--- config.mk ---
export PLATFORM = sky130hd
export DESIGN_NAME = seq_divider
export DESIGN_NICKNAME = d
export VERILOG_FILES = /design/src/rtl/seq_divider.sv
export SDC_FILE = /design/constraint.sdc
export NUM_CORES = 1
export LEC_CHECK = 0
export CORE_ASPECT_RATIO = 2
export CORE_UTILIZATION = 58
export CTS_CLUSTER_DIAMETER = 60
export DETAILED_ROUTE_END_ITERATION = 10
export PLACE_DENSITY = 0.85
export SLEW_MARGIN = 10
export SYNTH_ARGS = -nofsm -noshare
export SYNTH_HDL_FRONTEND = slang
export SYNTH_SLANG_ARGS = --single-unit
--- constraint.sdc ---
create_clock -name clk -period 4.5 [get_ports clk]
set_input_delay 1.35 -clock clk [delete_from_list [all_inputs] [get_ports clk]]
set_output_delay 1.35 -clock clk [all_outputs]
set_load 0.02 [all_outputs]
--- src/rtl/seq_divider.sv ---
// Sequential restoring divider: one quotient bit per cycle over WIDTH cycles,
// with a start/busy/done handshake and registered, held results.
module seq_divider #(
    parameter int unsigned WIDTH = 8
) (
    input  logic             clk,
    input  logic             rst,
    input  logic             start,
    input  logic [WIDTH-1:0] dividend,
    input  logic [WIDTH-1:0] divisor,
    output logic             busy,
    output logic             done,
    output logic [WIDTH-1:0] quotient,
    output logic [WIDTH-1:0] remainder,
    output logic             div_by_zero
);

    localparam int unsigned CW = (WIDTH > 1) ? $clog2(WIDTH) : 1;
    localparam logic [CW-1:0] LastCnt = CW'(WIDTH - 1);

    typedef enum logic [1:0] {StIdle, StRun, StFin} state_e;

    state_e           state_q, state_d;
    logic [CW-1:0]    cnt_q, cnt_d;
    logic [WIDTH:0]   rem_q, rem_d;
    logic [WIDTH-1:0] dq_q, dq_d;       // dividend bits out at MSB, quotient bits in at LSB
    logic [WIDTH-1:0] dvs_q, dvs_d;
    logic             zero_q, zero_d;
    logic [WIDTH-1:0] quot_q, quot_d;
    logic [WIDTH-1:0] remo_q, remo_d;
    logic             dbz_q, dbz_d;

    logic [WIDTH:0]   shifted;
    logic [WIDTH:0]   trial;
    logic [WIDTH:0]   step_rem;
    logic [WIDTH-1:0] step_q;

    always_comb begin
        shifted  = {rem_q[WIDTH-1:0], dq_q[WIDTH-1]};
        trial    = shifted - {1'b0, dvs_q};
        step_rem = trial[WIDTH] ? shifted : trial;
        step_q   = {dq_q[WIDTH-2:0], ~trial[WIDTH]};

        state_d = state_q;
        cnt_d   = cnt_q;
        rem_d   = rem_q;
        dq_d    = dq_q;
        dvs_d   = dvs_q;
        zero_d  = zero_q;
        quot_d  = quot_q;
        remo_d  = remo_q;
        dbz_d   = dbz_q;

        unique case (state_q)
            StIdle, StFin: begin
                // The done cycle accepts a new start exactly like idle.
                if (start) begin
                    dq_d    = dividend;
                    dvs_d   = divisor;
                    rem_d   = '0;
                    cnt_d   = '0;
                    zero_d  = (divisor == '0);
                    state_d = StRun;
                end else begin
                    state_d = StIdle;
                end
            end
            StRun: begin
                if (zero_q) begin
                    // Divide-by-zero skips iteration; dq_q still holds the dividend.
                    quot_d  = '1;
                    remo_d  = dq_q;
                    dbz_d   = 1'b1;
                    state_d = StFin;
                end else begin
                    rem_d = step_rem;
                    dq_d  = step_q;
                    cnt_d = cnt_q + CW'(1);
                    if (cnt_q == LastCnt) begin
                        quot_d  = step_q;
                        remo_d  = step_rem[WIDTH-1:0];
                        dbz_d   = 1'b0;
                        state_d = StFin;
                    end
                end
            end
            default: state_d = StIdle;
        endcase
    end

    always_ff @(posedge clk) begin
        if (rst) begin
            state_q <= StIdle;
            cnt_q   <= '0;
            rem_q   <= '0;
            dq_q    <= '0;
            dvs_q   <= '0;
            zero_q  <= 1'b0;
            quot_q  <= '0;
            remo_q  <= '0;
            dbz_q   <= 1'b0;
        end else begin
            state_q <= state_d;
            cnt_q   <= cnt_d;
            rem_q   <= rem_d;
            dq_q    <= dq_d;
            dvs_q   <= dvs_d;
            zero_q  <= zero_d;
            quot_q  <= quot_d;
            remo_q  <= remo_d;
            dbz_q   <= dbz_d;
        end
    end

    assign busy        = (state_q == StRun);
    assign done        = (state_q == StFin);
    assign quotient    = quot_q;
    assign remainder   = remo_q;
    assign div_by_zero = dbz_q;

endmodule

==> results.toml <==
[outcome]
status = "finished clean"

[synth]
syn_avg_cell_area_um2 = 8.25
synth_edf_count = 0
synth.net_count = 330
netlist_top_cells_count = "47 x dfxtp_1, 40 x nand2_1, 34 x nor2_1"
synthMuxAreaShare = 0.00859
synth-main-ff-cell = "dfxtp_1"
yosysSeqAreaShare = 0.380
synth_compound_area_frac = 0.242
synth_xor_area_frac = 0.0177
synth_largest_area_cell = "dfxtp_1"
yosys_warnings = 0
synth_seq_cells = 47
synthAdderAreaFrac = 0.0586
yosys-top-cells-area = "dfxtp_1 38%, nand2_1 6.1%, a21oi_1 5.3%, nor2_1 5.2%, ha_1 5.1%"
synth.most_common_cell = "dfxtp_1"
netlist_area_um2 = 2470
ys_types = 56
synth_top_family_by_area = "simple AND/OR/NAND/NOR gates"
synth_cells = 300
synth_top_area_frac = 0.380
synth_simple_gate_area_frac = 0.243
async_flop_share = 0

[detailed_routing]
drtIter0Drc = 33
wirelength_mm = 5.75
routedWlPerCell_um = 15.1
drc = 0
ant_nets = 0
drt_first_pass_iters = 5
vias_per_cell = 5.90
vias = 2249

[worst_setup_path]
regToRegEndpoint = "remainder[7]"
path_class = "flip-flop to output pin"
reg2regPathDepth = 10
end_kind = "output pin"
worstPathArrival_ps = 2030
worst-r2r-setup-slack_ps = 1810
path_max_fanout = 15
required_ps = 3150
worst_setup_path_start_kind = "flip-flop"
r2r-start = "dq_q[7]"

[floorplanning]
coreArea_um2 = 4090
dieArea_um2 = 4550
dieHeight_um = 94.4
die_x_um = 48.2
start_util = 0.605
pin_count = 38
fp-row-count = 33

[grt]
grt_pass1_wl_mm = 9.11
overflow = 0
grt.total_usage = 0.276
grt_pass1_vias = 2050
antenna_found_initial = 0
grt_max_degree = 53

[cts]
cts_sinks = 47
post_cts_buffers = 0
clockBufferDepth = 2
htreeDepth = 2
cts_tree = "yes"
cts-root-buf = "clkbuf_8"
clock_latency_ps = 310
cts.clk_slew.worst_paths_ps = 90
numCtsBuffers = 5
cts-hold-fix-buffers = 0
cts_resized = 0

[sta]
setup_viol = 0
tns_ps = 0
worstMarginPinSlew_ps = 950
skew_ps = 4.47
period_needed_ps = 3380
finalHoldViolCount = 0
fmax_ghz = 0.296
rsz0062_at_grt = "no"
slew-limit-headroom = 0.367
drv_slew = 0
timing.final.crit_share = 0.751

[cells_and_area]
syn_to_final_growth_pct = 18.6
drive_above_1_share = 0.106
multi_input_area_um2 = 1410
finalNonFillerCells = 381
nets = 358
seqCellArea_um2 = 941
diodes = 0
fill_cells = 332

[placed_design]
dp_hpwl_mm = 4.26
dp.cells = 373
gp_congestion = 0.898
port_buffers = 37

[power]
ir_drop_uv = 255
powerDensity_nw_per_um2 = 384
power_leakage_uw = 0.00108

[worst_hold_path]
min_path_cells = 2
holdCritStartpoint = "dvs_q[3]"
hold_path_class = "flip-flop to flip-flop"
whs_endpoint = "dvs_q[3]"

[run]
max_cap_violations = 0
==> where the power goes <==
part	switching, uW	total (uW)	internal (uW)
registers	25.2	465	440
clock network	151	260	110
logic	240	400	160
total	416	1130	710
==> cells in the final DEF, fill, tap and decap left out, types with 4 or more instances in the layout <==
master            n
a311oi_1          8
dfxtp_1          47
clkdlybuf4s50_1  36
clkbuf_8          5
xnor2_1           4
nand2_1          40
o211ai_1          5
a21oi_1          26
o21ai_0           6
inv_1            12
nand3_1          11
nor3_1           20
nor2_1           34
ha_1             10
==> flip-flops by register name (all words and copies together), names as in the netlist <==
name	flops
cnt_q	3
div_by_zero	1
dq_q	8
dvs_q	8
quotient	8
rem_q	8
remainder	8
state_q	2
zero_q	1
==> kinds of logic after synthesis <==
family,Yosys count
compound gates,78
buf+inv,31
xor+xnor,5
flops,47
fa+ha+maj,11
simple gates,126
mux,2
==> layer usage <==
| metal | global-route usage | vias up | routed length, um |
|---|---|---|---|
| met5 | 0 | - | 0 |
| met4 | 0.144 | 0 | 192 |
| met3 | 0.0497 | 18 | 173 |
| met2 | 0.479 | 54 | 3210 |
| met1 | 0.292 | 1058 | 2180 |
| li1 | - | 1119 | - |
==> area by class of cell <==
class                           instances  share of cell area
Clock inverter                          3             0.00639
Timing Repair Buffer                   40               0.132
Multi-Input combinational cell        222               0.480
Clock buffer                            5              0.0234
Tap cell                               52              0.0222
Sequential cell                        47               0.321
Inverter                               12              0.0153
==> how the worst max path moves through the flow <==
| stage | start | to | slack (ps) |
|---|---|---|---|
| final | state_q[0] | busy | 1120 |
| after global routing | state_q[0] | busy | 900 |
| after CTS | state_q[0] | busy | 1130 |
| after detailed placement | state_q[1] | busy | 1480 |
| after global placement | state_q[1] | busy | 1520 |
| after floorplan | rst | cnt_q[0] | 2150 |
==> through the flow <==
| step | area (um2) | hold slack [ps] | util | total power (uW) | worst slack (ps) |
|---|---|---|---|---|---|
| floorplan | 2470 | 436 | - | 781 | 2150 |
| global placement | 2850 | 443 | 0.697 | 863 | 1520 |
| detailed placement | 2850 | 449 | 0.697 | 871 | 1480 |
| CTS | 2940 | 461 | 0.718 | 1120 | 1130 |
| global route | 2940 | 488 | 0.718 | 1180 | 895 |
| finish | 2940 | 459 | 0.718 | 1130 | 1120 |
==> worst max-delay path: stages (launching register included) <==
cell	delay (ps)
dfxtp_1	380
nand2b_1	250
inv_1	410
clkdlybuf4s50_1	680
Power figures use the tool's default switching activity.
